`config.mk`:
```
export PLATFORM = sky130hd
export DESIGN_NAME = seq_alu
export DESIGN_NICKNAME = d
export VERILOG_FILES = /design/src/rtl/alu_pkg.sv /design/src/rtl/alu_addsub.sv /design/src/rtl/seq_alu.sv
export SDC_FILE = /design/constraint.sdc
export NUM_CORES = 1
export LEC_CHECK = 0
export ABC_AREA = 1
export BUFFER_PORTS_ARGS = -buffer_cell sky130_fd_sc_hd__buf_2
export CAP_MARGIN = 20
export CORE_ASPECT_RATIO = 1.5
export CORE_UTILIZATION = 45
export CTS_CLUSTER_DIAMETER = 120
export DETAILED_ROUTE_END_ITERATION = 8
export PLACE_DENSITY_LB_ADDON = 0.25
export SLEW_MARGIN = 15
export SYNTH_ARGS = -nofsm -noshare
export SYNTH_HDL_FRONTEND = slang
export SYNTH_SLANG_ARGS = --single-unit
```
`constraint.sdc`:
```
create_clock -name clk -period 6.2 [get_ports clk]
set_input_delay 1.55 -clock clk [delete_from_list [all_inputs] [get_ports clk]]
set_output_delay 1.55 -clock clk [all_outputs]
set_load 0.01 [all_outputs]
```
`src/rtl/alu_pkg.sv`:
```
// Shared opcodes and FSM encoding for the sequential ALU.
// Imported by seq_alu and its testbench.
package alu_pkg;

    localparam logic [3:0] OP_AND = 4'b0000;
    localparam logic [3:0] OP_OR  = 4'b0001;
    localparam logic [3:0] OP_ADD = 4'b0010;
    localparam logic [3:0] OP_SUB = 4'b0110;
    localparam logic [3:0] OP_SLT = 4'b0111;
    localparam logic [3:0] OP_NOR = 4'b1100;
    localparam logic [3:0] OP_MUL = 4'b1000;

    typedef enum logic [1:0] {
        ST_IDLE = 2'd0,
        ST_MUL  = 2'd1,
        ST_DONE = 2'd2
    } state_t;

endpackage

```
`src/rtl/alu_addsub.sv`:
```
// Combinational WIDTH-bit adder/subtractor with carry-out
// and signed overflow.
module alu_addsub #(
    parameter int WIDTH = 32
) (
    input  logic [WIDTH-1:0] a,
    input  logic [WIDTH-1:0] b,
    input  logic             sub,
    output logic [WIDTH-1:0] sum,
    output logic             cout,
    output logic             overflow
);

    logic [WIDTH-1:0] bx;
    logic             c_msb_in;

    assign bx = b ^ {WIDTH{sub}};

    assign {cout, sum} = {1'b0, a} + {1'b0, bx}
                       + {{WIDTH{1'b0}}, sub};

    // carry into the MSB recovered from the MSB sum bit
    assign c_msb_in = a[WIDTH-1] ^ bx[WIDTH-1] ^ sum[WIDTH-1];
    assign overflow = c_msb_in ^ cout;

endmodule

```
`src/rtl/seq_alu.sv`:
```
// Registered ALU with valid/ready handshakes and an
// iterative shift-add unsigned multiplier.
module seq_alu
    import alu_pkg::*;
#(
    parameter int WIDTH  = 32,
    parameter bit MUL_EN = 1'b1
) (
    input  logic             clk,
    input  logic             rst_n,
    input  logic             in_valid,
    output logic             in_ready,
    input  logic [WIDTH-1:0] src1,
    input  logic [WIDTH-1:0] src2,
    input  logic [3:0]       alu_ctrl,
    output logic             out_valid,
    input  logic             out_ready,
    output logic [WIDTH-1:0] result,
    output logic             zero,
    output logic             cout,
    output logic             overflow,
    output logic             illegal
);

    localparam int CW = $clog2(WIDTH + 1);

    state_t state, state_n;

    logic               accept;
    logic               is_mul;
    logic               last_step;
    logic [2*WIDTH-1:0] mcand;
    logic [2*WIDTH-1:0] acc;
    logic [2*WIDTH-1:0] acc_nxt;
    logic [WIDTH-1:0]   mplier;
    logic [CW-1:0]      cnt;

    logic               as_sub;
    logic [WIDTH-1:0]   as_sum;
    logic               as_cout;
    logic               as_ovf;

    logic [WIDTH-1:0]   alu_res;
    logic               alu_c;
    logic               alu_o;
    logic               alu_ill;

    assign in_ready  = (state == ST_IDLE);
    assign out_valid = (state == ST_DONE);
    assign accept    = in_valid && in_ready;
    assign is_mul    = MUL_EN && (alu_ctrl == OP_MUL);
    assign last_step = (cnt == CW'(WIDTH - 1));
    assign as_sub    = (alu_ctrl == OP_SUB) || (alu_ctrl == OP_SLT);
    assign acc_nxt   = mplier[0] ? acc + mcand : acc;

    alu_addsub #(
        .WIDTH(WIDTH)
    ) u_addsub (
        .a        (src1),
        .b        (src2),
        .sub      (as_sub),
        .sum      (as_sum),
        .cout     (as_cout),
        .overflow (as_ovf)
    );

    always_comb begin
        alu_res = '0;
        alu_c   = 1'b0;
        alu_o   = 1'b0;
        alu_ill = 1'b0;
        unique case (1'b1)
            (alu_ctrl == OP_AND): alu_res = src1 & src2;
            (alu_ctrl == OP_OR):  alu_res = src1 | src2;
            (alu_ctrl == OP_NOR): alu_res = ~(src1 | src2);
            (alu_ctrl == OP_ADD),
            (alu_ctrl == OP_SUB): begin
                alu_res = as_sum;
                alu_c   = as_cout;
                alu_o   = as_ovf;
            end
            (alu_ctrl == OP_SLT): begin
                alu_res = {{(WIDTH-1){1'b0}}, as_sum[WIDTH-1] ^ as_ovf};
                alu_c   = as_cout;
            end
            default: alu_ill = 1'b1;
        endcase
    end

    always_comb begin
        state_n = state;
        case (state)
            ST_IDLE: begin
                if (accept) state_n = is_mul ? ST_MUL : ST_DONE;
            end
            ST_MUL: begin
                if (last_step) state_n = ST_DONE;
            end
            ST_DONE: begin
                if (out_ready) state_n = ST_IDLE;
            end
            default: state_n = ST_IDLE;
        endcase
    end

    always_ff @(posedge clk or negedge rst_n) begin
        if (!rst_n) state <= ST_IDLE;
        else        state <= state_n;
    end

    always_ff @(posedge clk or negedge rst_n) begin
        if (!rst_n) begin
            result   <= '0;
            zero     <= 1'b0;
            cout     <= 1'b0;
            overflow <= 1'b0;
            illegal  <= 1'b0;
            mcand    <= '0;
            acc      <= '0;
            mplier   <= '0;
            cnt      <= '0;
        end else if (accept && is_mul) begin
            mcand  <= {{WIDTH{1'b0}}, src1};
            mplier <= src2;
            acc    <= '0;
            cnt    <= '0;
        end else if (accept) begin
            result   <= alu_res;
            zero     <= (alu_res == '0);
            cout     <= alu_c;
            overflow <= alu_o;
            illegal  <= alu_ill;
        end else if (state == ST_MUL) begin
            acc    <= acc_nxt;
            mcand  <= mcand << 1;
            mplier <= mplier >> 1;
            cnt    <= cnt + CW'(1);
            if (last_step) begin
                result   <= acc_nxt[WIDTH-1:0];
                zero     <= (acc_nxt[WIDTH-1:0] == '0);
                cout     <= 1'b0;
                overflow <= |acc_nxt[2*WIDTH-1:WIDTH];
                illegal  <= 1'b0;
            end
        end
    end

endmodule

```
### Word level (Yosys, flattened, before mapping)

Cells that the tools add are included.

| storage, ports and cells | value |
|---|---|
| flip-flop bits (word level) | 204 |
| input bits | 72 |
| output and inout bits | 38 |
| word-level logic and storage cells | 88 |

| operators by class | value |
|---|---|
| add/subtract/negate cells | 4 |
| eq/ne operators | 13 |
| muxes and demuxes | 35 |
| bitwise logic cells | 9 |
| reductions and logical operators | 17 |

Operator list:

| operator | count |
|---|---|
| $mux 64 | 7 |
| $mux 32 | 6 |
| $pmux 32 s5 | 1 |
| $add 64x64->64 | 1 |
| $logic_not 32->1 | 2 |
| $add 32x32->33 | 1 |
| $add 33x1->33 | 1 |
| $and 32x32->32 | 1 |
| $not 32->32 | 1 |
| $or 32x32->32 | 1 |
| $reduce_or 32->1 | 1 |
| $xor 32x32->32 | 1 |
| $mux 6 | 3 |
| $mux 1 | 13 |
| $eq 4x3->1 const B | 2 |
| $eq 4x4->1 const B | 2 |
| $mux 2 | 4 |
| $add 6x1->6 const B | 1 |
| $eq 6x5->1 const B | 1 |
| $ne 2x1->1 const B | 3 |
| $pmux 2 s3 | 1 |
| $reduce_and 3->1 | 2 |
| $reduce_bool 2->1 | 3 |
| $reduce_or 6->1 | 1 |
| other kinds (14) | 18 |

### Depth between registers and ports, before layout

| depth | value |
|---|---|
| word-level depth | 11 |
| depth in mapped cells | 23 |

### Hierarchy

From an unflattened synthesis, not the netlist that was laid out.

| unflattened totals | value |
|---|---|
| cell total of the unflattened synthesis | 3015 |
| area total of the unflattened synthesis | 18609.1 um^2 |

Modules (own cells, without submodules):

| module | times used | cells an instance | area an instance (um^2) |
|---|---|---|---|
| seq_alu | 1 | 2513 | 16010.4 |
| alu_addsub | 1 | 502 | 2598.7 |

### Worst setup path before layout

OpenSTA, ideal clock, no wires.

| timing | value |
|---|---|
| path type | input -> register |
| start | input port alu_ctrl[3] |
| end | register zero |
| arrival | 3.901 ns |
| slack | 2.221 ns |
| stages | 20 |
| path buffers | 1 |
| path through | inv_2 > nand3_4 > buf_1 > a21boi_0 > fa_1 > nand2_1 > nand2_1 > nand3_1 > nand2_1 > nand2_1 > nand2_1 > a21oi_1 > nand2_1 > nand3_1 > nand2_1 > nor2_1 > nand2_1 > nor2_1 > nand4_1 > a21oi_1 |

| on the way | value |
|---|---|
| cells in the longest elaborated chain, start to end | 11 |
| elaborated cells between the ends (all ways) | 22 |
| classes of those cells | 2 x add/sub; 6 x eq/ne; 2 x mux; 6 x bitwise; 6 x reduce/logical |

RTL lines:

| element | line | source |
|---|---|---|
| start: declaration | seq_alu.sv:15 | `input logic [3:0] alu_ctrl,` |
| $eq 4x3->1, on equally long branches | seq_alu.sv:53, seq_alu.sv:77, seq_alu.sv:82 |  |
| $logic_or 1x1->1 | seq_alu.sv:53 | `assign as_sub = (alu_ctrl == OP_SUB) \|\| (alu_ctrl == OP_SLT);` |
| $xor 32x32->32 | alu_addsub.sv:17 | `assign bx = b ^ {WIDTH{sub}};` |
| $add 32x32->33 | alu_addsub.sv:19 | `assign {cout, sum} = {1'b0, a} + {1'b0, bx}` |
| $add 33x1->33 | alu_addsub.sv:20 | `+ {{WIDTH{1'b0}}, sub};` |
| $xor 1x1->1 | alu_addsub.sv:23 | `assign c_msb_in = a[WIDTH-1] ^ bx[WIDTH-1] ^ sum[WIDTH-1];` |
| $xor 1x1->1 | alu_addsub.sv:24 | `assign overflow = c_msb_in ^ cout;` |
| $xor 1x1->1 | seq_alu.sv:83 | `alu_res = {{(WIDTH-1){1'b0}}, as_sum[WIDTH-1] ^ as_ovf};` |
| $pmux 32 s5 | seq_alu.sv:72 | `unique case (1'b1)` |
| $logic_not 32->1 | seq_alu.sv:129 | `zero <= (alu_res == '0);` |
| $mux 1 | seq_alu.sv:127 | `end else if (accept) begin` |
| end signal: assignment | seq_alu.sv:129 |  |
| end signal: assignment | seq_alu.sv:140 | `zero <= (acc_nxt[WIDTH-1:0] == '0);` |
| end: declaration | seq_alu.sv:19 | `output logic zero,` |

Several ways; a longest one is shown, not always the timed one.
A chain may end at the register's enable or synchronous reset.

### Worst setup path in the final report

Ends and elaborated chain as after synthesis.

==> out/metrics.yaml <==
status: "finished clean"
clock_path_buffers: 3
crit_family: "simple AND/OR/NAND/NOR gates"
worst_hold_slack_ns: 0.480
antenna_cells: 0
io_buffer_count: 109
critPathArrivalTime_ns: 5.29
antenna_found_initial: 0
yosys.area_share.simple_pct: 37.6
power.density_nw_per_um2: 495
synth_seq_cells: 204
die_y_um: 253
fin_crit_sh_pct: 77.7
finalWorstSetupSlack_ns: 1.38
crit_path_frequent_cell: "nand2_1"
rsz0062_at_grt: "false"
num_rows: 91
synth_mux_area_share_pct: 0
slowest_delay_ns: 0.42
synth_xor_area_share_pct: 1.90
wl_per_cell_um: 20.8
power.leakage_nw: 11.5
die_area_sq_um: 42800
synthAdderAreaFrac_pct: 7.06
end_kind: "register"
final_max_slew_viol_count: 0
insertion_delay_ns: 0.55
period_needed_ns: 4.82
cts_resized: 0
timing.slew.headroom_pct: 41.3
crit_required_ns: 6.67
hold_viol_final: 0
h-tree-depth: 1
track_usage_pct: 37.0
fillCellCount: 4439
yosys_warnings: 0
synth_edf_count: 0
critPathKind: "in2reg"
stdcell_area_sq_um: 20700
grt_pass1_vias: 20300
critPathLaunchType: "input port"
setup_violations: 0
final.setup.tns_ns: 0
dp_hpwl_um: 62700
clk_pin_slew_ns: 0.06
path_max_fanout: 29
route.detailed.drc: 0
routed_wl_um: 78700
clock-sinks: 204
dr.pass1.iters: 6
post-place-ws_ns: 0.905
boundaryPins: 110
core_area_sq_um: 41200
synth_compound_area_share_pct: 13.2
hold_path.class: "reg2reg"
path_cells: "buf_2 > inv_2 > nand3_4 > buf_4 > xor2_1 > ha_1 > nand2_1 > nor2_1 > nand3_1 > nand2_1 > nand2_1 > nand2_1 > nand2_1 > nand2_1 > nand2_1 > nand3_1 > nand2_1 > nor2_1 > nand3_1 > nor2_1 > nand4_1 > a21oi_1"
vias: 20600
worst_pin_slew_ns: 0.881
viasPerCell: 5.45
grt_pass1_wl_um: 118000
fmax_mhz: 208
synth_top_family_by_area: "simple AND/OR/NAND/NOR gates"
power_mw: 10.3
clock_skew_ns: 0.0141
place_area_sq_um: 20000
synth_area_sq_um: 18900
postCtsHoldBufs: 0
dieWidth_um: 169
cts_buffers: 23
irDropWorstVdd_v: 0.000251
cts_tree: "built"
place.gp.congestion: 1.10
initial_core_util_pct: 45.8
nets: 3378
root_buffer: "clkbuf_16"
synth.yosys.seq_area_share_pct: 27.0
syn-num-nets: 3303
crit_path_top_delay_cell: "nand3_4"
synth-main-ff-cell: "dfrtp_1"
cap_violations: 0
synth_cell_types: 51
drt_iter0_markers: 1439
post_cts_buffers: 0
gr-total-overflow: 0
grt_max_degree: 102
syn_inst: 3132
synth.avg_cell_area_sq_um: 6.03
postRouteAntennaNets: 0
path_buf_inv: 3
layout-drive-gt1-share_pct: 7.11
async_flop_share_pct: 100
area_growth_pct: 9.83
-- path summary, 6_finish.rpt --
kind                                        from                    end  slack, ns  depth (start not counted)
setup / recovery                     alu_ctrl[3]       zero$_DFFE_PN0P_       1.38                         22
hold reg to reg            result[5]$_DFFE_PN0P_  result[5]$_DFFE_PN0P_       0.48                          2
max in group asynchronous                  rst_n     acc[9]$_DFFE_PN0P_       3.86                          2
hold / removal             result[5]$_DFFE_PN0P_  result[5]$_DFFE_PN0P_       0.48                          2
setup reg to reg             acc[24]$_DFFE_PN0P_   overflow$_DFFE_PN0P_       2.07                         18
min in group asynchronous                  rst_n  mcand[42]$_DFFE_PN0P_       1.05                          1
-- power breakdown --
group | total [mW] | switching (mW) | internal (mW)
Clock | 1.37 | 0.592 | 0.773
Combinational | 6.51 | 4.51 | 2.00
Sequential | 2.38 | 0.436 | 1.95
-- area by class of cell --
class                           count  area (sq um)  area share (%)
Multi-Input combinational cell   2268         11300            54.4
Sequential cell                   204          5110            24.6
Inverter                          578          2170            10.5
Timing Repair Buffer              132           741            3.57
Tap cell                          558           698            3.37
Clock buffer                       33           653            3.15
Clock inverter                      8          73.8           0.356
-- synth_stat cells (10+ instances only) --
master	number	area, sq um
nor2_2	10	62.6
o21ai_0	101	505
clkbuf_1	55	206
nand3b_1	16	120
nand3_1	191	956
dfrtp_1	204	5100
xnor2_1	13	114
nand2_2	12	75.1
nor3_1	34	170
nor2_1	221	830
xor2_1	28	245
ha_1	97	1210
inv_1	564	2120
o211ai_1	27	203
a21oi_1	108	541
buf_2	17	85.1
inv_2	13	48.8
nand2_1	1147	4310
o21ai_1	12	60.1
nand4_1	39	244
a31oi_1	20	125
nor4_1	10	62.6
o22ai_1	69	432
o221ai_1	48	420
-- sequential cells by signal, summed over array words and instances, names as in the netlist --
register  flops
acc          64
mcand        64
mplier       32
result       32
cnt           6
state         2
cout          1
illegal       1
overflow      1
zero          1
-- logic make-up (layout without fill, tap and decap cells) --
logic type               Yosys count  after routing
flip-flops                       204            204
AND/OR/NAND/NOR                 1711           1711
XOR/XNOR                          41             41
adder cells (fa/ha/maj)          107            107
buffers and inverters            660            751
AO/OA/AOI/OAI                    409            409
-- routing by layer --
metal,vias up,part of all wire [%],global-route usage [%]
met2,746,50,66.8
met3,255,4.8,4.31
met4,0,9.7,31.3
met1,9482,35,37.9
met5,-,0,0
li1,10100,-,-
-- stage by stage --
| step | util [%] | instances |
|---|---|---|
| after floorplan | - | 3132 |
| after detailed placement | 48.5 | 3740 |
| after global placement | 48.5 | 3740 |
| after CTS | 50.3 | 3781 |
| after global routing | 50.3 | 3781 |
| final | 50.3 | 3781 |
-- cells in the final DEF, fill, tap and decap left out, types with 5 or more instances in the layout --
master and n:
o221ai_1 48, buf_4 22, dfrtp_1 203, nor3_2 5
xor2_1 28, xnor2_1 13, maj3_1 8, clkbuf_16 23
nor2_1 219, nand2_2 13, o21ai_1 12, nand3_1 191
inv_2 12, ha_1 97, o22ai_1 69, buf_2 108
inv_1 563, nor4_1 10, and3_1 7, nor2_2 10
nand2_1 1146, nand3_2 8, a31oi_1 20, o211ai_1 27
o21ai_0 101, nor3_1 34, o21bai_1 8, clkbuf_1 6
a21oi_1 108, nand3b_1 16, nand4_1 39
-- worst min-delay path, cell delays in order, from the launching register on --
cell and delay (ns):
dfrtp_1 0.34, nand2_1 0.05, nand2_1 0.05
No activity file was read; power rests on OpenSTA's default activity.
